--- src/rtl/cu_fsm_pkg.sv ---
// Shared types and constants for the cu_fsm_ws multicycle control unit.
// ST_INTR exists only when CU_FSM_WS_INTR_EN is defined.
package cu_fsm_pkg;

  localparam int MEM_LAT_MIN = 1;
  localparam int MEM_LAT_MAX = 4;
  localparam int N_INTR_MIN  = 1;
  localparam int N_INTR_MAX  = 8;

  localparam logic [6:0] OPC_LOAD   = 7'b0000011;
  localparam logic [6:0] OPC_STORE  = 7'b0100011;
  localparam logic [6:0] OPC_BRANCH = 7'b1100011;
  localparam logic [6:0] OPC_LUI    = 7'b0110111;
  localparam logic [6:0] OPC_AUIPC  = 7'b0010111;
  localparam logic [6:0] OPC_JAL    = 7'b1101111;
  localparam logic [6:0] OPC_JALR   = 7'b1100111;
  localparam logic [6:0] OPC_OP     = 7'b0110011;
  localparam logic [6:0] OPC_OP_IMM = 7'b0010011;
  localparam logic [6:0] OPC_SYSTEM = 7'b1110011;

  localparam logic [2:0] F3_MRET = 3'b000;

  typedef enum logic [1:0] {
    ST_FETCH,
    ST_EXEC,
    ST_WB
`ifdef CU_FSM_WS_INTR_EN
    , ST_INTR
`endif
  } state_t;

  typedef struct packed {
    logic pc_write;
    logic reg_write;
    logic mem_we2;
    logic mem_rden1;
    logic mem_rden2;
    logic csr_we;
    logic mret_exec;
  } ctrl_t;

endpackage

--- src/rtl/cu_fsm_ws_intr_arb.sv ---
// Interrupt arbiter: rising-edge detection, sticky pending bits and a
// fixed-priority (lowest index wins) encoder. Synchronous active-high reset.
module intr_arb #(
  parameter int N_INTR = 1
) (
  input  logic                                        clk,
  input  logic                                        rst,
  input  logic [N_INTR-1:0]                           intr,
  input  logic                                        clr,
  input  logic [((N_INTR > 1) ? $clog2(N_INTR) : 1)-1:0] clr_id,
  output logic                                        any_pending,
  output logic [((N_INTR > 1) ? $clog2(N_INTR) : 1)-1:0] win_id
);

  localparam int ID_W = (N_INTR > 1) ? $clog2(N_INTR) : 1;

  logic [N_INTR-1:0] intr_q;
  logic [N_INTR-1:0] pending_q;
  logic [N_INTR-1:0] rise;
  logic [N_INTR-1:0] clr_mask;

  assign rise        = intr & ~intr_q;
  assign any_pending = |pending_q;

  // NOTE: every always_comb output gets a default before any branch, so no latch is inferred.
  always_comb begin
    clr_mask = '0;
    for (int i = 0; i < N_INTR; i++) begin
      clr_mask[i] = clr && (clr_id == ID_W'(i));
    end
  end

  // Scan from the top down so the lowest pending index is the last one written.
  always_comb begin
    win_id = '0;
    for (int i = N_INTR - 1; i >= 0; i--) begin
      if (pending_q[i]) win_id = ID_W'(i);
    end
  end

  // NOTE: state registers use non-blocking assignments so all flops update from pre-edge values.
  always_ff @(posedge clk) begin
    if (rst) begin
      intr_q    <= '0;
      pending_q <= '0;
    end else begin
      intr_q    <= intr;
      // A fresh edge on a line being cleared this cycle keeps it pending.
      pending_q <= (pending_q & ~clr_mask) | rise;
    end
  end

endmodule

--- src/rtl/cu_fsm_ws.sv ---
// Multicycle control FSM (fetch / exec / writeback) with optional interrupt
// entry, compiled in only when CU_FSM_WS_INTR_EN is defined.
module cu_fsm_ws
  import cu_fsm_pkg::*;
#(
  parameter int MEM_LAT = 1,
  parameter int N_INTR  = 1
) (
  input  logic                                        CLK,
  input  logic                                        RST,
  input  logic [N_INTR-1:0]                           INTR,
  input  logic                                        mie,
  input  logic [6:0]                                  opcode,
  input  logic [2:0]                                  func3,
  output logic                                        PCWrite,
  output logic                                        regWrite,
  output logic                                        memWE2,
  output logic                                        memRDEN1,
  output logic                                        memRDEN2,
  output logic                                        csr_WE,
  output logic                                        mret_exec,
  output logic                                        int_taken,
  output logic [((N_INTR > 1) ? $clog2(N_INTR) : 1)-1:0] intr_id
);

  localparam int ID_W  = (N_INTR > 1) ? $clog2(N_INTR) : 1;
  localparam int CNT_W = $clog2(MEM_LAT_MAX);
  localparam logic [CNT_W-1:0] LAST_WAIT = CNT_W'(MEM_LAT - 1);

  if (MEM_LAT < MEM_LAT_MIN || MEM_LAT > MEM_LAT_MAX) begin : g_bad_mem_lat
    $error("cu_fsm_ws: MEM_LAT outside legal range");
  end
  if (N_INTR < N_INTR_MIN || N_INTR > N_INTR_MAX) begin : g_bad_n_intr
    $error("cu_fsm_ws: N_INTR outside legal range");
  end

  state_t           state_q, state_d, next_instr;
  logic [CNT_W-1:0] wait_q, wait_d;
  logic             last_wait;
  ctrl_t            ctrl, ctrl_o;

  assign last_wait = (wait_q == LAST_WAIT);

  always_ff @(posedge CLK) begin
    if (RST) begin
      state_q <= ST_FETCH;
      wait_q  <= '0;
    end else begin
      state_q <= state_d;
      wait_q  <= wait_d;
    end
  end

  always_comb begin
    state_d = state_q;
    wait_d  = wait_q;
    ctrl    = '0;
    unique case (state_q)
      ST_FETCH: begin
        ctrl.mem_rden1 = 1'b1;
        if (last_wait) begin
          wait_d  = '0;
          state_d = ST_EXEC;
        end else begin
          wait_d = wait_q + 1'b1;
        end
      end
      ST_EXEC: begin
        ctrl.pc_write = 1'b1;
        state_d       = next_instr;
        case (opcode)
          OPC_LOAD: begin
            ctrl.pc_write  = 1'b0;
            ctrl.mem_rden2 = 1'b1;
            state_d        = ST_WB;
          end
          OPC_STORE: ctrl.mem_we2 = 1'b1;
          OPC_BRANCH: ;
          OPC_LUI, OPC_AUIPC, OPC_JAL, OPC_JALR, OPC_OP, OPC_OP_IMM:
            ctrl.reg_write = 1'b1;
          OPC_SYSTEM: begin
            if (func3 == F3_MRET) begin
              ctrl.mret_exec = 1'b1;
            end else begin
              ctrl.csr_we    = 1'b1;
              ctrl.reg_write = 1'b1;
            end
          end
          default: ;
        endcase
      end
      ST_WB: begin
        if (last_wait) begin
          ctrl.reg_write = 1'b1;
          ctrl.pc_write  = 1'b1;
          wait_d         = '0;
          state_d        = next_instr;
        end else begin
          wait_d = wait_q + 1'b1;
        end
      end
`ifdef CU_FSM_WS_INTR_EN
      ST_INTR: begin
        ctrl.pc_write = 1'b1;
        state_d       = ST_FETCH;
      end
`endif
      default: state_d = ST_FETCH;
    endcase
  end

  // Reset forces every strobe low combinationally, even mid-instruction.
  assign ctrl_o    = RST ? '0 : ctrl;
  assign PCWrite   = ctrl_o.pc_write;
  assign regWrite  = ctrl_o.reg_write;
  assign memWE2    = ctrl_o.mem_we2;
  assign memRDEN1  = ctrl_o.mem_rden1;
  assign memRDEN2  = ctrl_o.mem_rden2;
  assign csr_WE    = ctrl_o.csr_we;
  assign mret_exec = ctrl_o.mret_exec;

`ifdef CU_FSM_WS_INTR_EN
  logic            any_pending;
  logic [ID_W-1:0] win_id;
  logic [ID_W-1:0] intr_id_q;

  intr_arb #(.N_INTR(N_INTR)) u_intr_arb (
    .clk         (CLK),
    .rst         (RST),
    .intr        (INTR),
    .clr         (state_q == ST_INTR),
    .clr_id      (intr_id_q),
    .any_pending (any_pending),
    .win_id      (win_id)
  );

  assign next_instr = (mie && any_pending) ? ST_INTR : ST_FETCH;

  // Only ST_EXEC/ST_WB can select ST_INTR, so this captures the winner on entry.
  always_ff @(posedge CLK) begin
    if (RST) begin
      intr_id_q <= '0;
    end else if (state_d == ST_INTR) begin
      intr_id_q <= win_id;
    end
  end

  assign int_taken = !RST && (state_q == ST_INTR);
  assign intr_id   = int_taken ? intr_id_q : '0;
`else
  logic unused_intr;
  assign unused_intr = ^{INTR, mie};
  assign next_instr  = ST_FETCH;
  assign int_taken   = 1'b0;
  assign intr_id     = '0;
`endif

endmodule

--- config.mk ---
export PLATFORM = sky130hd
export DESIGN_NAME = cu_fsm_ws
export DESIGN_NICKNAME = d
export VERILOG_FILES = /design/src/rtl/cu_fsm_pkg.sv /design/src/rtl/cu_fsm_ws_intr_arb.sv /design/src/rtl/cu_fsm_ws.sv
export SDC_FILE = /design/constraint.sdc
export NUM_CORES = 1
export LEC_CHECK = 0
export CAP_MARGIN = 20
export CORE_AREA = 2 2 39 41
export DETAILED_ROUTE_END_ITERATION = 12
export DIE_AREA = 0 0 41 43
export DONT_BUFFER_PORTS = 1
export GPL_ROUTABILITY_DRIVEN = 0
export GPL_TIMING_DRIVEN = 0
export REMOVE_ABC_BUFFERS = 1
export SYNTH_ARGS = -nofsm -noshare
export SYNTH_HDL_FRONTEND = slang
export SYNTH_SLANG_ARGS = --single-unit
--- constraint.sdc ---
create_clock -name CLK -period 4.8 [get_ports CLK]
set_clock_uncertainty 0.2 [all_clocks]
set_input_delay 0.96 -clock CLK [delete_from_list [all_inputs] [get_ports CLK]]
set_output_delay 0.96 -clock CLK [all_outputs]
set_load 0.02 [all_outputs]
==> results of run 1 <==
[sequential cells by signal (all words and copies together) (netlist names)]
signal,cells
state_q,2
wait_q,2
[worst max-delay path: stages]
cell and delay (ps):
nand4bb_1 190, or4_4 470, nor3b_2 370
[stage by stage]
stage | power [mW] | setup WS [ps] | utilization | area [sq um]
final | 0.0867 | 1650 | 0.315 | 435
after global routing | 0.0900 | 1610 | 0.315 | 435
after CTS | 0.0896 | 1630 | 0.315 | 435
after detailed placement | 0.0469 | 1640 | 0.298 | 413
after global placement | 0.0467 | 1640 | 0.298 | 413
after floorplan | 0.0452 | 1710 | - | 393
[cell type report]
class	count	area, sq um	share of cell area
tap	16	20.0	0.0460
multi-input combinational	40	294	0.675
inverter	5	18.8	0.0431
sequential	4	80.1	0.184
clock buffer	3	22.5	0.0517
[cell families (layout without fill, tap and decap cells)]
kind of cell               count (synthesis)  in the layout  synth area share
AOI/OAI and AO/OA                         10             10             0.152
adders and majority gates                  5              5             0.155
buffers and inverters                      7              8            0.0836
DFF                                        4              4             0.198
other                                      1              2           0.00928
and+or+nand+nor                           23             23             0.403
[layer usage]
layer  global-route usage  vias up  share of wire
met4               0.0600        0              0
met1               0.0839      167           0.39
met2                0.156       17           0.50
met5                    0        -              0
li1                     -      185              -
met3               0.0209        0           0.11
[cell usage after synthesis (all sizes together), types with 2 or more instances]
| cell type | count |
|---|---|
| a21oi | 3 |
| nor2 | 2 |
| ha | 5 |
| o21ai | 4 |
| nand3 | 2 |
| nor3b | 2 |
| dfxtp | 4 |
| inv | 5 |
| or4 | 2 |
| buf | 2 |
| nor2b | 3 |
| nand2 | 3 |
[worst paths after layout]
| path | to | slack [ps] | cells after the start |
|---|---|---|---|
| worst max-delay path | memRDEN2 | 1650 | 3 |
| worst min-delay path | wait_q[0] | 250 | 2 |
| worst max register to register | state_q[1] | 3270 | 5 |
| worst min register to register | wait_q[0] | 250 | 2 |
[power groups by stage]
stage	clock network, mW	registers [mW]	logic [mW]
6_report	0.0402	0.0344	0.0122
4_1_cts	0.0431	0.0344	0.0121
3_3_place_gp	0	0.0349	0.0119
2_1_floorplan	0	0.0348	0.0103
3_5_place_dp	0	0.0349	0.0120
5_1_grt	0.0422	0.0345	0.0133
==> metrics.md, run 1 <==
| Metric | Value |
|---|---|
| Post-synth top area share | 0.198 |
| Area contributors post-synth | dfxtp_1, ha_1, inv_1 |
| Placed insts | 65 |
| Dominant synthesized flop cell | dfxtp_1 |
| Final setup vio count | 0 |
| Gr usage total | 0.0894 |
| Fin. Hold Viols | 0 |
| CTS tree | done |
| Drt drc | 0 |
| Fraction of the cycle the final worst path needs | 0.657 |
| Post-cts resize count | 0 |
| Initial Utilization | 0.292 |
| Async set or reset register ratio after synthesis | 0 |
| Switch share | 0.231 |
| GRT overflow | 0 |
| Max-cap violation count | 0 |
| Die ar. | 1760 sq um |
| # Post-CTS Setup Buffers | 0 |
| # diodes | 0 |
| Post-Synthesis Cells | 50 |
| Die X-Extent | 41 microns |
| Flops & latches, synth | 4 |
| Reg2reg start | state_q[0] |
| Commonest non-fill, non-tap cells in the layout | inv_1, ha_1, dfxtp_1 |
| Fmax | 0.317 GHz |
| Pwr dens | 199 nW/um^2 |
| Psw | 20.1 uW |
| Status | completed |
| Cell taking the most area after synthesis | dfxtp_1 |
| Worst Min Path Start | wait_q[0] |
| Share of post-route cells with drive strength above 1 | 0.115 |
| 1st-iter DRT viols | 5 |
| WS Path Type | in2out |
| Hold_buf cts | 0 |
| Slew Viols, Final | 0 |
| Total number of vias | 369 |
| I/O pins | 23 |
| Slew HR | 0.402 |
| Syn. warnings | 0 |
| Clk slew on worst S/H paths | 30 ps |
| Root Driver | clkbuf_4 |
| Seq/Total Area, Yosys | 0.198 |
| DR pass1 iterations | 4 |
| CTS buffer count | 3 |
| Via density | 5.43 |
| Worst Setup SP | opcode[3] |
| Fin cells | 68 |
| Mapped cell area | 404 sq um |
| Setup crit start kind | input pin |
| Hold Path Class | reg2reg |
| Filler cells | 144 |
| Nets@finish | 73 |
| H-tree levels | 1 |
| Drt wl/cell | 12.4 microns |
| RSZ-0062 raised after global routing | false |
| Row count | 14 |
| Vias in the first global route | 332 |
| Cell variety after synth | 28 |
| Internal power component | 66.7 uW |
| CTS Sinks | 4 |
| Largest net degree at the start of global routing | 10 |
| Clock share of power | 0.463 |
| Tmin final | 3150 ps |
| First-pass GRT wire length | 1.08 mm |
| Hold_ws | 245 ps |
| Antenna violations before repair | 0 |
| CP endpoint kind | primary output |
| Worst-skew pair later-pin latency | 230 ps |
| Worst-margin pin slew | 889 ps |
| Die height | 43 microns |
| Setup_tns | 0 ps |
| Antenna viol nets, final | 0 |
| Syn avg cell area | 8.08 sq um |
| Post-synth EDFFs | 0 |
| Number of port buffers | 0 |
| Maximum VDD drop | 0.0899 mV |
| Comb pwr share | 0.140 |
| Drt total wl | 842 microns |
| Seq pwr share | 0.397 |
| Worst EP arrival | 1990 ps |
| Worst EP required | 3640 ps |
| Core area | 1380 sq um |
| CP max FO | 3 |
| Pleak | 0.174 nW |
| P&R area growth vs syn | 7.74% |
| DPL Wire Length | 674 microns |
| Maximum clock path buffer count | 2 |
Power figures use the tool's default switching activity.
==> run 2, diff against run 1 <==
clock period = 2.57 ns   (was 4.8 ns; I/O delays follow)
==> metrics.md, run 2 (synthesized netlist as in run 1, its figures left out) <==
| Metric | Value |
|---|---|
| Status | completed |
| GRT overflow | 0 (unchanged) |
| Drt drc | 0 (unchanged) |
| Hold Path Class | in2reg |
| Maximum VDD drop | 0.168 mV (+87%) |
| Die X-Extent | 41 microns (unchanged) |
| Worst Reg-to-Reg Cells | 5 (unchanged) |
| Max-cap violation count | 0 (unchanged) |
| Antenna violations before repair | 0 (unchanged) |
| 1st-iter DRT viols | 5 (unchanged) |
| Nets@finish | 73 (unchanged) |
| Commonest non-fill, non-tap cells in the layout | inv_1, ha_1, dfxtp_1 |
| Number of port buffers | 0 (unchanged) |
| Drt wl/cell | 12.4 microns (unchanged) |
| Die height | 43 microns (unchanged) |
| Setup crit start kind | input pin |
| Vias in the first global route | 332 (unchanged) |
| Initial Utilization | 0.292 (unchanged) |
| Total number of vias | 369 (unchanged) |
| Layout Utilization | 0.319 (+0.00452) |
| Antenna viol nets, final | 0 (unchanged) |
| CTS Sinks | 4 (unchanged) |
| CP bufs+invs | 0 (unchanged) |
| Share of post-route cells with drive strength above 1 | 0.135 (+0.0192) |
| Worst EP required | 1860 ps (-1780 ps) |
| Gr usage total | 0.0894 (unchanged) |
| Via density | 5.43 (unchanged) |
| Tot Pwr | 162 uW (+87%) |
| Fin. Hold Viols | 0 (unchanged) |
| Row count | 14 (unchanged) |
| RSZ-0062 raised after global routing | false |
| Clk slew on worst S/H paths | 30 ps (about the same) |
| CTS buffer count | 3 (unchanged) |
| Fraction of the cycle the final worst path needs | 0.891 |
| Pwr dens | 367 nW/um^2 (+84%) |
| CP endpoint kind | primary output |
| Critical Path Slowest Stage Cell | or4_4 |
| # diodes | 0 (unchanged) |
| Worst-skew pair later-pin latency | 230 ps (about the same) |
| Slew HR | 0.639 (+0.237) |
| Pleak | 0.174 nW (about the same) |
| Setup_tns | 0 ps (unchanged) |
| WS Path Type | in2out |
| Hold path depth | 1 (-1) |
| CP cell instances | nand4bb_1 > or4_4 > nor3b_2 |
| First-pass GRT wire length | 1.08 mm (unchanged) |
| Final setup vio count | 0 (unchanged) |
| H-tree levels | 1 (unchanged) |
| Drt total wl | 842 microns (unchanged) |
| P&R area growth vs syn | 9.29% |
| Maximum clock path buffer count | 2 (unchanged) |
| Die ar. | 1760 sq um (unchanged) |
| CTS tree | done |
| Core area | 1380 sq um (unchanged) |
| Top Registers | state_q: 2 flops, wait_q: 2 flops |
| Worst-margin pin slew | 537 ps (-352 ps) |
| DP Worst Slack | 306 ps (-1340 ps) |
| Placed cell area | 413 sq um (unchanged) |
| Final setup margin | 281 ps (-1370 ps) |
| I/O pins | 23 (unchanged) |
| Largest net degree at the start of global routing | 10 (unchanged) |
| Worst EP arrival | 1570 ps (-420 ps) |
| Post-cts resize count | 0 (unchanged) |
| Tmin final | 2290 ps |
| DPL Wire Length | 674 microns (unchanged) |
| DR pass1 iterations | 4 (unchanged) |
| Hold_buf cts | 0 (unchanged) |
| CP max stage delay | 470 ps (about the same) |
| # Post-CTS Setup Buffers | 0 (unchanged) |
| Slew Viols, Final | 0 (unchanged) |
| Root Driver | clkbuf_4 |
| Cell area after layout | 442 sq um (+1.4%) |
| Fmax | 0.437 GHz |
| CP max FO | 3 (unchanged) |
| CP top delay family | simple AND/OR/NAND/NOR gates |
| Stages on worst setup path | 3 (unchanged) |
[run 2: cell counts in the layout (fill, tap and decap cells not counted)]
No cell type changed its count.
[run 2: worst register-to-register path, cell delays in order (launching register included)]
cell and delay, ps:
dfxtp_1 300, inv_1 100, ha_1 260, nor2_1 120, or4_1 400, o21ai_1 90
[run 2: layer usage]
| layer | track usage | wire [microns] | share of wire |
|---|---|---|---|
| met1 | 0.0839 | 332 | 0.39 |
| met2 | 0.156 | 418 | 0.50 |
| met3 | 0.0209 | 91 | 0.11 |
| met4 | 0.0600 | 0 | 0 |
| met5 | 0 | 0 | 0 |
[run 2: final cells by class]
cell class | count | area [sq um]
fill | 142 | 942
multi-input combinational | 40 | 300
sequential | 4 | 80.1
clock buffer | 3 | 22.5
tap | 16 | 20.0
inverter | 5 | 18.8
[run 2: power breakdown]
group	switching, mW	internal [mW]
combinational	0.0141	0.00886
sequential	0.000589	0.0637
clock	0.0230	0.0521
[run 2: through the flow]
| step | cells | hold slack, ps |
|---|---|---|
| after floorplan | 49 | 226 |
| after global placement | 65 | 237 |
| after detailed placement | 65 | 244 |
| after CTS | 68 | 140 |
| after global routing | 68 | 146 |
| final | 68 | 149 |
[run 2: final timing paths]
path	from	endpoint	slack [ps]
setup / recovery	opcode[3]	memRDEN2	280
hold / removal	RST	wait_q[1]	150
setup reg to reg	state_q[0]	state_q[1]	1040
hold reg to reg	wait_q[0]	wait_q[0]	250
==> run 3, diff against run 2 <==
ABC_CLOCK_PERIOD_IN_PS = 2570   (was default)
==> results of run 3 <==
The final DEF is identical to that of run 2; final timing and power are the same.
